File: config.mk
export PLATFORM = sky130hd
export DESIGN_NAME = addsub_pipe_n
export DESIGN_NICKNAME = d
export VERILOG_FILES = /design/src/rtl/addsub_pkg.sv /design/src/rtl/addsub_seg.sv /design/src/rtl/addsub_pipe_n.sv
export SDC_FILE = /design/constraint.sdc
export NUM_CORES = 1
export LEC_CHECK = 0
export ABC_AREA = 1
export BUFFER_PORTS_ARGS = -buffer_cell sky130_fd_sc_hd__buf_2
export CORE_ASPECT_RATIO = 0.75
export CORE_MARGIN = 2
export CORE_UTILIZATION = 55
export CTS_CLUSTER_SIZE = 10
export DETAILED_ROUTE_END_ITERATION = 16
export PLACE_DENSITY = 0.76
export SKIP_CTS_REPAIR_TIMING = 1
export SYNTH_ARGS = -nofsm -noshare
export SYNTH_HDL_FRONTEND = slang
export SYNTH_SLANG_ARGS = --single-unit
File: constraint.sdc
create_clock -name clk -period 6.25 [get_ports clk]
set_clock_uncertainty 0.15 [all_clocks]
set_input_delay 0.625 -clock clk [delete_from_list [all_inputs] [get_ports clk]]
set_output_delay 0.625 -clock clk [all_outputs]
set_load 0.02 [all_outputs]
File: src/rtl/addsub_pkg.sv
// rtl/addsub_pkg.sv - shared opcodes, segment width helper and stage control record
package addsub_pkg;

    localparam logic OP_ADD = 1'b0;
    localparam logic OP_SUB = 1'b1;

    // Bits resolved per pipeline stage; guarded so a bad STAGES still elaborates to the check.
    function automatic int seg_w(input int width, input int stages);
        return (stages > 0) ? (width / stages) : 1;
    endfunction

    // Control part of a stage record. The width-dependent parts (a_hi, bb_hi, sum_lo)
    // travel next to it as full-width vectors in the top level; each stage only
    // consumes the upper slices of a/bb and only fills the lower slices of sum.
    typedef struct packed {
        logic valid;
        logic a_sign;
        logic sat;
        logic carry;
    } stage_ctl_t;

endpackage

File: src/rtl/addsub_seg.sv
// rtl/addsub_seg.sv - W-bit slice adder with carry out and carry into the slice MSB
module addsub_seg #(
    parameter int W = 4
) (
    input  logic [W-1:0] a,
    input  logic [W-1:0] b,
    input  logic         cin,
    output logic [W-1:0] s,
    output logic         cout,
    output logic         c_msb
);
    logic [W:0] full;

    assign full  = {1'b0, a} + {1'b0, b} + {{W{1'b0}}, cin};
    assign s     = full[W-1:0];
    assign cout  = full[W];
    // Carry into the MSB recovered from the MSB sum bit; feeds signed overflow on the top slice.
    assign c_msb = a[W-1] ^ b[W-1] ^ full[W-1];

endmodule

File: src/rtl/addsub_pipe_n.sv
// rtl/addsub_pipe_n.sv - pipelined segmented-carry add/sub with flags, saturation and valid/ready
module addsub_pipe_n
    import addsub_pkg::*;
#(
    parameter int WIDTH  = 16,
    parameter int STAGES = 4,
    parameter bit SAT_EN = 1'b1
) (
    input  logic             clk,
    input  logic             rst,
    input  logic             in_valid,
    output logic             in_ready,
    input  logic [WIDTH-1:0] a,
    input  logic [WIDTH-1:0] b,
    input  logic             add_ctrl,
    input  logic             sat,
    output logic             out_valid,
    input  logic             out_ready,
    output logic [WIDTH-1:0] sum,
    output logic             c_out,
    output logic             ovf,
    output logic             zero
);
    localparam int SEG = seg_w(WIDTH, STAGES);

    generate
        if ((STAGES < 1) || (STAGES > WIDTH) || ((WIDTH % STAGES) != 0)) begin : g_cfg_err
            $error("addsub_pipe_n: WIDTH must be a multiple of STAGES with 1 <= STAGES <= WIDTH");
        end
    endgenerate

    // Stage k reads *_cur[k] (operands entering stage k) and produces *_d[k] into *_q[k].
    // The last stage register doubles as the output register.
    stage_ctl_t       ctl_cur [STAGES];
    logic [WIDTH-1:0] a_cur   [STAGES];
    logic [WIDTH-1:0] bb_cur  [STAGES];
    logic [WIDTH-1:0] sum_cur [STAGES];

    stage_ctl_t       ctl_d   [STAGES];
    logic [WIDTH-1:0] a_d     [STAGES];
    logic [WIDTH-1:0] bb_d    [STAGES];
    logic [WIDTH-1:0] sum_d   [STAGES];

    stage_ctl_t       ctl_q   [STAGES];
    logic [WIDTH-1:0] a_q     [STAGES];
    logic [WIDTH-1:0] bb_q    [STAGES];
    logic [WIDTH-1:0] sum_q   [STAGES];

    logic [SEG-1:0]   seg_s   [STAGES];
    logic             seg_co  [STAGES];
    logic             seg_cm  [STAGES];

    logic ovf_d, ovf_q;
    logic zero_d, zero_q;
    logic adv;
    logic sub_op;

    assign sub_op   = (add_ctrl == OP_SUB);
    assign adv      = !ctl_q[STAGES-1].valid || out_ready;
    assign in_ready = adv;

    generate
        for (genvar k = 0; k < STAGES; k++) begin : g_stage
            if (k == 0) begin : g_head
                assign ctl_cur[0] = '{valid:  in_valid,
                                      a_sign: a[WIDTH-1],
                                      sat:    sat & SAT_EN,
                                      carry:  sub_op};
                assign a_cur[0]   = a;
                assign bb_cur[0]  = b ^ {WIDTH{sub_op}};
                assign sum_cur[0] = '0;
            end else begin : g_body
                assign ctl_cur[k] = ctl_q[k-1];
                assign a_cur[k]   = a_q[k-1];
                assign bb_cur[k]  = bb_q[k-1];
                assign sum_cur[k] = sum_q[k-1];
            end

            addsub_seg #(.W(SEG)) u_seg (
                .a     (a_cur[k][k*SEG +: SEG]),
                .b     (bb_cur[k][k*SEG +: SEG]),
                .cin   (ctl_cur[k].carry),
                .s     (seg_s[k]),
                .cout  (seg_co[k]),
                .c_msb (seg_cm[k])
            );
        end
    endgenerate

    // Next stage contents: insert each slice result, forward carry, then flags and saturation at the end.
    always_comb begin
        for (int k = 0; k < STAGES; k++) begin
            ctl_d[k]                  = ctl_cur[k];
            ctl_d[k].carry            = seg_co[k];
            a_d[k]                    = a_cur[k];
            bb_d[k]                   = bb_cur[k];
            sum_d[k]                  = sum_cur[k];
            sum_d[k][k*SEG +: SEG]    = seg_s[k];
        end
        ovf_d = seg_co[STAGES-1] ^ seg_cm[STAGES-1];
        if (ctl_cur[STAGES-1].sat && ovf_d) begin
            sum_d[STAGES-1] = ctl_cur[STAGES-1].a_sign ? {1'b1, {(WIDTH-1){1'b0}}}
                                                       : {1'b0, {(WIDTH-1){1'b1}}};
        end
        zero_d = ctl_cur[STAGES-1].valid && (sum_d[STAGES-1] == '0);
    end

    // All stages shift together on advance; reset drops everything in flight.
    always_ff @(posedge clk or posedge rst) begin
        if (rst) begin
            for (int k = 0; k < STAGES; k++) begin
                ctl_q[k] <= '0;
                a_q[k]   <= '0;
                bb_q[k]  <= '0;
                sum_q[k] <= '0;
            end
            ovf_q  <= 1'b0;
            zero_q <= 1'b0;
        end else if (adv) begin
            for (int k = 0; k < STAGES; k++) begin
                ctl_q[k] <= ctl_d[k];
                a_q[k]   <= a_d[k];
                bb_q[k]  <= bb_d[k];
                sum_q[k] <= sum_d[k];
            end
            ovf_q  <= ovf_d;
            zero_q <= zero_d;
        end
    end

    assign out_valid = ctl_q[STAGES-1].valid;
    assign sum       = sum_q[STAGES-1];
    assign c_out     = ctl_q[STAGES-1].carry;
    assign ovf       = ovf_q;
    assign zero      = zero_q;

endmodule
==> reports/summary.txt <==
status: complete, no violations
layout cells sized above 1: 15.8%
Max Freq: 386 MHz
Area after DPL: 4930 um^2
Final Hold Vio Count: 0
P_leak: 2.62 nW
crit start category: flip-flop
Synth Register Bits: 101
row cnt: 28
Slew Viols, Final: 0
minimum hold slack: 0.153 ns
main flop type after synthesis: dfrtp_1
Tot GR Track Use: 21.1%
HP Class: in -> async
Post-Route WL: 8700 um
Yosys warnings: 0
router iterations before antenna repair: 6
TritonCTS Buffers: 9
Netlist cell types: 30
worst skew pair latency: 0.36 ns
Die W: 110 um
most frequent cells in the layout: 183 x nand2_1, 101 x dfrtp_1, 58 x buf_2
CP max FO: 20
DR WL/cell: 13.0 um
total power: 2.64 mW
period utilization: 41.5%
post-route insts no fill: 668
# IOs: 59
Gate Count Post-Synth: 511
Synth Net Count: 568
RD Place Congestion: 0.825
chip height: 83.2 um
Nets: 615
sequential area share after synthesis: 55.0%
antenna cells: 0
clock sink total: 101
Final min period: 2.59 ns
Core Area: 7990 um^2
first-pass GRT wire length: 15,200 um
initial antenna violation count: 0
vias per cell: 5.09
Area growth, synth to finish: 11.4%
setup ws final: 3.66 ns
Synth Cell Area: 4600 um^2
Setup crit end kind: flip-flop
Worst IR Drop VDD: 287 uV
vias in the first global route: 3,395
final instance area: 5120 um^2
Slew headroom: 40.7%
largest net degree at the start of global routing: 101
Final ANT Viol Nets: 0
dpl ws: 3.69 ns
post-synthesis area per instance: 8.99 um^2
# DRC: 0
cell count after placement: 652
Die ar.: 9110 um^2
grt total ovfl: 0
RSZ-0062 raised after global routing: false
Clock Path Buffers: 2
DR iter-0 viols: 192
Arrival @ worst endpoint: 2.74 ns
fin util: 64.1%
number of synthesized flops with an enable pin: 0
ys async rst share: 100%
DR vias: 3,402
Initial Util: 57.5%
kind of critical path: reg -> reg
PD cells: 515 nW/um^2
TritonCTS clock tree: yes
Fin Setup TNS: 0 ns
Setup violations, final: 0
Layout fillers: 691
Worst-Margin Slew: 0.889 ns
port bufs: 58
CP Data Required Time: 6.40 ns
max-capacitance violation count: 0
Root Buffer: clkbuf_8
Reg clk slew, reported paths: 0.10 ns
H-tree depth: 3
commonest non-fill, non-tap cell in the layout: nand2_1
hpwl dp: 5950 um
final timing paths:
| check | start | end | slack (ns) | depth (start not counted) |
|---|---|---|---|---|
| setup / recovery | a_cur[12] | zero | 3.66 | 11 |
| hold / removal | rst | ctl_cur[5] | 0.15 | 2 |
| setup reg to reg | a_cur[12] | zero | 3.66 | 11 |
| hold reg to reg | sum_cur[19] | sum_cur[3] | 0.32 | 2 |
| max in group asynchronous | rst | ctl_cur[8] | 4.70 | 3 |
| min in group clk | a[7] | a_cur[39] | 0.30 | 3 |
cell families after synthesis:
logic type               share of synthesized area, %
AO/OA/AOI/OAI                                    9.01
flip-flops                                       55.0
AND/OR/NAND/NOR                                  20.8
buffers and inverters                            5.47
adder cells (fa/ha/maj)                          6.32
XOR/XNOR                                         3.43
cell type report:
type                    count  area, um^2  area share (%)
clock buffers              11         151            2.96
clock inverters             5        43.8           0.855
inverters                  34         130            2.54
multi-input cells         351        1820            35.6
flip-flops and latches    101        2530            49.4
well taps                 105         131            2.57
repair buffers             61         313            6.11
sequential cells by signal, indices dropped and copies added, names as in the netlist:
register and flops:
bb_cur 24, sum_cur 24, a_cur 21, sum 16, ctl_cur 12, c_out 1, out_valid 1, ovf 1
zero 1
critical path, stage by stage (launching register included):
cell	delay [ns]
dfrtp_1	0.41
fa_1	0.49
fa_1	0.44
nand3_1	0.10
nand3_1	0.08
nand2_2	0.14
nand3_4	0.20
nand2_1	0.13
nand3_1	0.10
nor2_1	0.15
nand3_1	0.08
nand2_1	0.06
synthesized netlist by cell type (3+ instances only):
| cell type | number | share of area [%] |
|---|---|---|
| nand3_1 | 10 | 1.1 |
| dfrtp_1 | 101 | 55 |
| o21ai_1 | 4 | 0.44 |
| nand2_2 | 4 | 0.54 |
| inv_1 | 32 | 2.6 |
| xnor2_1 | 15 | 2.9 |
| a31oi_1 | 5 | 0.68 |
| xor2_1 | 3 | 0.57 |
| nand2_1 | 183 | 15 |
| fa_1 | 7 | 3.0 |
| clkbuf_1 | 11 | 0.90 |
| buf_2 | 6 | 0.65 |
| buf_1 | 5 | 0.41 |
| o21ai_0 | 50 | 5.4 |
| nor2_1 | 31 | 2.5 |
| ha_1 | 12 | 3.3 |
| a21oi_1 | 15 | 1.6 |
| buf_6 | 3 | 0.74 |
where the power goes:
part           internal, mW  leakage, nW  switching, mW
combinational         0.405         1.31          0.720
clock                 0.171       0.0937          0.227
sequential            0.943         1.22          0.172
layer usage:
metal  global-route usage, %  share of wire (%)
met1                    30.2                 50
met2                    32.5                 44
met3                    5.81                5.3
met4                    4.14               0.71
met5                       0                  0
Note: power is estimated with default switching activity, not from simulation.
